$ cat src/rtl/fifo_arbiter_pkg.sv
// Shared defaults and state encodings for the two-producer FIFO front end.
package fifo_ctrl_pkg;

    localparam int DATA_WIDTH_DEF = 8;
    localparam int CNT_WIDTH_DEF  = 16;

    typedef enum logic {
        P_IDLE = 1'b0,
        P_PUSH = 1'b1
    } push_state_t;

    typedef enum logic {
        Q_IDLE = 1'b0,
        Q_POP  = 1'b1
    } pop_state_t;

endpackage

$ cat src/rtl/fifo_arbiter_if.sv
// Producer, consumer and FIFO-side signals of the arbiter; master is the controller.
interface fifo_arbiter_if
    import fifo_ctrl_pkg::*;
#(
    parameter int DATA_WIDTH = DATA_WIDTH_DEF,
    parameter int CNT_WIDTH  = CNT_WIDTH_DEF
);

    logic                  req0;
    logic                  req1;
    logic [DATA_WIDTH-1:0] data0;
    logic [DATA_WIDTH-1:0] data1;
    logic                  ack0;
    logic                  ack1;
    logic                  pop_req;
    logic                  pop_valid;
    logic [DATA_WIDTH-1:0] pop_data;
    logic                  fifo_push;
    logic                  fifo_pop;
    logic [DATA_WIDTH-1:0] fifo_wdata;
    logic [DATA_WIDTH-1:0] fifo_rdata;
    logic                  fifo_full;
    logic                  fifo_empty;
    logic [CNT_WIDTH-1:0]  push_count;
    logic [CNT_WIDTH-1:0]  pop_count;

    modport master (
        input  req0, req1, data0, data1, pop_req, fifo_rdata, fifo_full, fifo_empty,
        output ack0, ack1, pop_valid, pop_data, fifo_push, fifo_pop, fifo_wdata,
               push_count, pop_count
    );

    modport slave (
        output req0, req1, data0, data1, pop_req, fifo_rdata, fifo_full, fifo_empty,
        input  ack0, ack1, pop_valid, pop_data, fifo_push, fifo_pop, fifo_wdata,
               push_count, pop_count
    );

endinterface

$ cat src/rtl/fifo_arbiter_rr_arbiter2.sv
// Two-way round-robin selector; a masked requester cannot win this cycle.
module rr_arbiter2 (
    input  logic [1:0] req,
    input  logic [1:0] mask,
    input  logic       last,
    output logic [1:0] grant
);

    logic [1:0] elig_s;

    // On a tie the requester that did not win last time is chosen.
    always_comb begin
        elig_s = req & ~mask;
        grant  = 2'b00;
        case (elig_s)
            2'b11: begin
                if (last) begin
                    grant = 2'b01;
                end else begin
                    grant = 2'b10;
                end
            end
            2'b01:   grant = 2'b01;
            2'b10:   grant = 2'b10;
            default: grant = 2'b00;
        endcase
    end

endmodule

$ cat src/rtl/fifo_arbiter.sv
// Arbitrates two producers into one FIFO and serves a single consumer; push and
// pop sides are independent two-state machines with registered outputs.
module fifo_arbiter
    import fifo_ctrl_pkg::*;
#(
    parameter int DATA_WIDTH = DATA_WIDTH_DEF,
    parameter int CNT_WIDTH  = CNT_WIDTH_DEF
) (
    input  logic          clk,
    input  logic          reset,
    fifo_arbiter_if.master bus
);

    localparam logic [CNT_WIDTH-1:0] CNT_ONE = {{(CNT_WIDTH-1){1'b0}}, 1'b1};

    push_state_t           push_state_r;
    push_state_t           push_state_s;
    logic [1:0]            grant_s;
    logic [1:0]            ack_r;
    logic [1:0]            ack_s;
    logic                  push_r;
    logic                  push_s;
    logic [DATA_WIDTH-1:0] wdata_r;
    logic [DATA_WIDTH-1:0] wdata_s;
    logic                  last_r;
    logic                  last_s;
    logic [CNT_WIDTH-1:0]  push_cnt_r;
    logic [CNT_WIDTH-1:0]  push_cnt_s;

    pop_state_t            pop_state_r;
    pop_state_t            pop_state_s;
    logic                  pop_r;
    logic                  pop_s;
    logic [DATA_WIDTH-1:0] pop_data_r;
    logic [DATA_WIDTH-1:0] pop_data_s;
    logic [CNT_WIDTH-1:0]  pop_cnt_r;
    logic [CNT_WIDTH-1:0]  pop_cnt_s;

    // The producer currently being acknowledged is masked so a slow req drop cannot re-win.
    rr_arbiter2 u_rr (
        .req   ({bus.req1, bus.req0}),
        .mask  (ack_r),
        .last  (last_r),
        .grant (grant_s)
    );

    // Push side next state: grant in P_IDLE, strobe for one cycle in P_PUSH.
    always_comb begin
        push_state_s = push_state_r;
        push_s       = 1'b0;
        ack_s        = 2'b00;
        wdata_s      = wdata_r;
        last_s       = last_r;
        push_cnt_s   = push_cnt_r;
        case (push_state_r)
            P_IDLE: begin
                if (!bus.fifo_full && (grant_s != 2'b00)) begin
                    push_state_s = P_PUSH;
                    push_s       = 1'b1;
                    ack_s        = grant_s;
                    last_s       = grant_s[1];
                    push_cnt_s   = push_cnt_r + CNT_ONE;
                    if (grant_s[1]) begin
                        wdata_s = bus.data1;
                    end else begin
                        wdata_s = bus.data0;
                    end
                end else begin
                    push_state_s = P_IDLE;
                end
            end
            P_PUSH: begin
                push_state_s = P_IDLE;
            end
            default: begin
                push_state_s = P_IDLE;
            end
        endcase
    end

    // Push side registers; reset returns the tie-break to favour requester 0.
    always_ff @(posedge clk) begin
        if (!reset) begin
            push_state_r <= P_IDLE;
            push_r       <= 1'b0;
            ack_r        <= 2'b00;
            wdata_r      <= {DATA_WIDTH{1'b0}};
            last_r       <= 1'b1;
            push_cnt_r   <= {CNT_WIDTH{1'b0}};
        end else begin
            push_state_r <= push_state_s;
            push_r       <= push_s;
            ack_r        <= ack_s;
            wdata_r      <= wdata_s;
            last_r       <= last_s;
            push_cnt_r   <= push_cnt_s;
        end
    end

    // Pop side next state: capture the FIFO head, then strobe for one cycle.
    always_comb begin
        pop_state_s = pop_state_r;
        pop_s       = 1'b0;
        pop_data_s  = pop_data_r;
        pop_cnt_s   = pop_cnt_r;
        case (pop_state_r)
            Q_IDLE: begin
                if (bus.pop_req && !bus.fifo_empty) begin
                    pop_state_s = Q_POP;
                    pop_s       = 1'b1;
                    pop_data_s  = bus.fifo_rdata;
                    pop_cnt_s   = pop_cnt_r + CNT_ONE;
                end else begin
                    pop_state_s = Q_IDLE;
                end
            end
            Q_POP: begin
                pop_state_s = Q_IDLE;
            end
            default: begin
                pop_state_s = Q_IDLE;
            end
        endcase
    end

    // Pop side registers.
    always_ff @(posedge clk) begin
        if (!reset) begin
            pop_state_r <= Q_IDLE;
            pop_r       <= 1'b0;
            pop_data_r  <= {DATA_WIDTH{1'b0}};
            pop_cnt_r   <= {CNT_WIDTH{1'b0}};
        end else begin
            pop_state_r <= pop_state_s;
            pop_r       <= pop_s;
            pop_data_r  <= pop_data_s;
            pop_cnt_r   <= pop_cnt_s;
        end
    end

    assign bus.fifo_push  = push_r;
    assign bus.ack0       = ack_r[0];
    assign bus.ack1       = ack_r[1];
    assign bus.fifo_wdata = wdata_r;
    assign bus.push_count = push_cnt_r;
    assign bus.fifo_pop   = pop_r;
    assign bus.pop_valid  = pop_r;
    assign bus.pop_data   = pop_data_r;
    assign bus.pop_count  = pop_cnt_r;

endmodule

$ cat src/flat_wrapper.sv
// flat-port wrapper written by rule: the top's interface ports become plain ports
module fifo_arbiter_flat import fifo_ctrl_pkg::*;
#(
    parameter int DATA_WIDTH = DATA_WIDTH_DEF,
    parameter int CNT_WIDTH  = CNT_WIDTH_DEF
)
  (clk, reset, bus_req0, bus_req1, bus_data0, bus_data1, bus_pop_req, bus_fifo_rdata, bus_fifo_full, bus_fifo_empty, bus_ack0, bus_ack1, bus_pop_valid, bus_pop_data, bus_fifo_push, bus_fifo_pop, bus_fifo_wdata, bus_push_count, bus_pop_count);
  fifo_arbiter_if #(.DATA_WIDTH(DATA_WIDTH), .CNT_WIDTH(CNT_WIDTH)) bus_i ();
  input  logic clk;
  input  logic reset;
  input wire logic [$bits(bus_i.req0)-1:0] bus_req0;
  input wire logic [$bits(bus_i.req1)-1:0] bus_req1;
  input wire logic [$bits(bus_i.data0)-1:0] bus_data0;
  input wire logic [$bits(bus_i.data1)-1:0] bus_data1;
  input wire logic [$bits(bus_i.pop_req)-1:0] bus_pop_req;
  input wire logic [$bits(bus_i.fifo_rdata)-1:0] bus_fifo_rdata;
  input wire logic [$bits(bus_i.fifo_full)-1:0] bus_fifo_full;
  input wire logic [$bits(bus_i.fifo_empty)-1:0] bus_fifo_empty;
  output wire logic [$bits(bus_i.ack0)-1:0] bus_ack0;
  output wire logic [$bits(bus_i.ack1)-1:0] bus_ack1;
  output wire logic [$bits(bus_i.pop_valid)-1:0] bus_pop_valid;
  output wire logic [$bits(bus_i.pop_data)-1:0] bus_pop_data;
  output wire logic [$bits(bus_i.fifo_push)-1:0] bus_fifo_push;
  output wire logic [$bits(bus_i.fifo_pop)-1:0] bus_fifo_pop;
  output wire logic [$bits(bus_i.fifo_wdata)-1:0] bus_fifo_wdata;
  output wire logic [$bits(bus_i.push_count)-1:0] bus_push_count;
  output wire logic [$bits(bus_i.pop_count)-1:0] bus_pop_count;
  assign bus_i.req0 = bus_req0;
  assign bus_i.req1 = bus_req1;
  assign bus_i.data0 = bus_data0;
  assign bus_i.data1 = bus_data1;
  assign bus_i.pop_req = bus_pop_req;
  assign bus_i.fifo_rdata = bus_fifo_rdata;
  assign bus_i.fifo_full = bus_fifo_full;
  assign bus_i.fifo_empty = bus_fifo_empty;
  assign bus_ack0 = bus_i.ack0;
  assign bus_ack1 = bus_i.ack1;
  assign bus_pop_valid = bus_i.pop_valid;
  assign bus_pop_data = bus_i.pop_data;
  assign bus_fifo_push = bus_i.fifo_push;
  assign bus_fifo_pop = bus_i.fifo_pop;
  assign bus_fifo_wdata = bus_i.fifo_wdata;
  assign bus_push_count = bus_i.push_count;
  assign bus_pop_count = bus_i.pop_count;
  fifo_arbiter #(.DATA_WIDTH(DATA_WIDTH), .CNT_WIDTH(CNT_WIDTH)) u_core (.clk(clk), .reset(reset), .bus(bus_i));
endmodule
$ cat config.mk
export PLATFORM = sky130hd
export DESIGN_NAME = fifo_arbiter_flat
export DESIGN_NICKNAME = d
export VERILOG_FILES = /design/src/rtl/fifo_arbiter_pkg.sv /design/src/rtl/fifo_arbiter_if.sv /design/src/rtl/fifo_arbiter_rr_arbiter2.sv /design/src/rtl/fifo_arbiter.sv /design/src/flat_wrapper.sv
export SDC_FILE = /design/constraint.sdc
export NUM_CORES = 1
export LEC_CHECK = 0
export ABC_AREA = 1
export CAP_MARGIN = 15
export CORE_MARGIN = 10
export CORE_UTILIZATION = 25
export DETAILED_ROUTE_END_ITERATION = 10
export HOLD_SLACK_MARGIN = 0.05
export PLACE_DENSITY = 0.47
export SLEW_MARGIN = 20
export SYNTH_ARGS = -nofsm -noshare
export SYNTH_HDL_FRONTEND = slang
export SYNTH_SLANG_ARGS = --single-unit
$ cat constraint.sdc
create_clock -name clk -period 1.8 [get_ports clk]
set_input_delay 0.45 -clock clk [delete_from_list [all_inputs] [get_ports clk]]
set_output_delay 0.45 -clock clk [all_outputs]
set_load 0.02 [all_outputs]
==> results.cfg <==
[critical_path]
cp.arrival_ns = 1.30
worstPathMaxFanout = 3
r2r_end = u_core.bus.pop_count[12]$_SDFFE_PN0P_
crit_chain = clkdlybuf4s50_1
rrSetupSlack_ns = 0.29
end_kind = output port
r2r-start = u_core.bus.pop_count[0]$_SDFFE_PN0P_
r2r_cells = 6
crit_buf_inv = 1
crit_slowest_cell = clkdlybuf4s50_1
crit_path_max_incr_delay_ns = 0.63
worstSetupPathType = register to output port
cp-start-kind = register
worst_ep_required_time_ns = 1.35
path_delay_family = buffers and inverters

[clock_tree]
h-tree-depth = 2
clock-sinks = 53
post_cts_buffers = 0
cts_tree = yes
root_buffer = clkbuf_8
clk_pin_slew_ns = 0.10
cts_made_buffers = 5
clock_latency_ns = 0.30
clockBufferDepth = 2

[hold_path]
min_path_cells = 2
min_to = u_core.bus.pop_data[4]$_SDFFE_PN0P_
min_path_type = register to register
min_from = u_core.bus.pop_data[4]$_SDFFE_PN0P_

[placement]
dp_cells = 550
port_buffers = 83
dpl.hpwl_mm = 5.401
place_area_mm2 = 0.003481
finalWeightedCongestion = 0.7644

[sta]
hold_viol_final = 0
layout_min_cycle_time_ns = 1.745
finClkSkew_ns = 0.004088
rsz0062_at_grt = false
fmax_ghz = 0.5730
fin_crit_sh_pct = 96.95
setup_viol = 0
holdWs_ns = 0.4677
max_slew_margin_pct = 82.18
maxSlewViolCount = 0
worst_pin_slew_ns = 0.2667

[synthesis]
postSynthCellCount = 330
netlist_area_mm2 = 0.002389
synth_top_area_cell = dfxtp_1
ys_types = 32
synth.avg_cell_area_um2 = 7.238
synth_seq_cells = 53
ys_warn_count = 0
seq_area_frac_synth_pct = 44.42
synth_nets = 363
synthTopCellsByArea = dfxtp_1, nand2_1, a21oi_1
synth_top_area_share_pct = 44.42

[global_routing]
grt_pass1_wl_mm = 11.56
antenna_found_initial = 0
grt_use_met3_pct = 4.844
met2_usage_pct = 14.27
grt_use_met1_pct = 12.25
busiest_layer = met2
grt-ovfl-total = 0
grt_max_degree = 19
first_global_vias = 2346
grt_usage_pct = 9.743

[power_and_ir_drop]
fin_total_pwr_uw = 2265
p_leak_uw = 0.001565
power_density_mw_per_mm2 = 637.3
vdd_ir_drop_max_v = 0.0002635

[routing]
avgViaCountPerCell = 4.271
dr.first_iter.drc_count = 98
vias = 2383
antenna_left = 0
drc = 0
wirelength_mm = 6.975
post_drt_wl_per_cell_um = 12.50
firstDrtPassIters = 4

[cells_and_area]
stdcell_count = 558
n_antenna_cell = 0
fin_area_mm2 = 0.003553
area_growth_pct = 48.77
nets = 461
drive_gt1_share_pct = 10.02
final_util_pct = 38.27

[die]
core_area_mm2 = 0.009284
fp.dieW_um = 117.7
die_area_mm2 = 0.01386
ioPinCount = 84
die_h_um = 117.7
start_util_pct = 25.73
rows = 35

[run]
maxCapViolCount = 0

[status]
outcome = completed
==> registers in the layout (all words and copies together) (netlist names) <==
| name | count |
|---|---|
| u_core.ack_r | 2 |
| u_core.bus.pop_count | 16 |
| u_core.bus.pop_data | 8 |
| u_core.bus.fifo_pop | 1 |
| u_core.last_r | 1 |
| u_core.bus.push_count | 16 |
| u_core.bus.fifo_wdata | 8 |
| u_core.bus.fifo_push | 1 |
==> metrics by stage <==
step | setup slack (ns) | setup TNS (ns)
finish | 0.05494 | 0
global route | 0.002049 | 0
CTS | 0.001844 | 0
detailed placement | -0.04183 | -0.1308
global placement | -0.03105 | -0.05243
floorplan | 0.3647 | 0
==> cell type report <==
cell class | instances | area (um2)
Inverter | 35 | 131.4
Multi-Input combinational cell | 231 | 1129
Clock inverter | 2 | 10.01
Clock buffer | 6 | 72.57
Fill cell | 1010 | 5731
Timing Repair Buffer | 102 | 988.4
Tap cell | 129 | 161.4
Sequential cell | 53 | 1061
==> cell families (layout without fill, tap and decap cells) <==
group / count (synthesis) / in the layout / share of synthesized area (%)
buffers and inverters: 46 / 145 / 8.329
AND/OR/NAND/NOR: 160 / 160 / 30.85
XOR/XNOR: 2 / 2 / 0.7335
adder cells (fa/ha/maj): 2 / 2 / 1.048
AO/OA/AOI/OAI: 67 / 67 / 14.62
flip-flops: 53 / 53 / 44.42
==> where the power goes <==
part,leakage [uW],internal [uW],switching (uW)
logic,0.00109,181,179
registers,0.000431,1210,24.6
clock network,0.0000450,271,399
==> per-layer routing <==
metal / share of wire (%) / wire, um
met5: 0 / 0
met4: 0.79 / 55
met3: 9.3 / 647
met2: 41 / 2876
met1: 49 / 3397
==> cells in the mapped netlist (all sizes together) <==
cell type  number
nor4            1
ha              2
xnor2           1
nor2           46
o211ai          1
a21oi          45
xor2            1
clkbuf          3
inv            34
nand2          76
nor3           12
dfxtp          53
o21ai          21
buf             8
nand3b          2
nor3b           1
nand4           5
nand3          16
and3            1
clkinv          1
==> repair_timing <==
item | 4_1_cts | 5_1_grt
setup endpoints to repair | 20 | 6
hold endpoints to repair | 0 | 0
gates resized for setup | 20 | 6
cloned | 0 | 0
hold buffers | 0 | 0
==> worst max-delay path by stage <==
stage	startpoint	endpoint	slack (ns)	depth (start not counted)
floorplan	u_core.bus.pop_count[0]$_SDFFE_PN0P_	u_core.bus.pop_count[14]$_SDFFE_PN0P_	0.36	6
global placement	bus_fifo_full	u_core.bus.push_count[13]$_SDFFE_PN0P_	-0.03	8
detailed placement	bus_fifo_full	u_core.bus.push_count[15]$_SDFFE_PN0P_	-0.04	8
CTS	u_core.bus.push_count[12]$_SDFFE_PN0P_	bus_push_count[12]	0.002	1
global route	u_core.bus.fifo_wdata[2]$_SDFFE_PN0P_	bus_fifo_wdata[2]	0.002	1
finish	u_core.bus.pop_count[9]$_SDFFE_PN0P_	bus_pop_count[9]	0.05	1
==> cells in the final DEF, fill, tap and decap left out, types with 2 or more instances in the layout <==
cell             count
nand3_1             16
inv_2                2
dfxtp_1             53
nand2_1             69
buf_4               17
clkdlybuf4s50_1     57
inv_1               32
nor3_1              11
o21ai_0             20
dlygate4sd2_1       20
dlymetal6s2s_1       6
nor2_4               3
ha_1                 2
nand4_1              5
clkbuf_8             5
buf_12               2
nor2_2               2
nor2_1              41
nand2_2              5
clkinv_2             2
a21oi_1             44
nand2_4              2
Power figures use the tool's default switching activity.
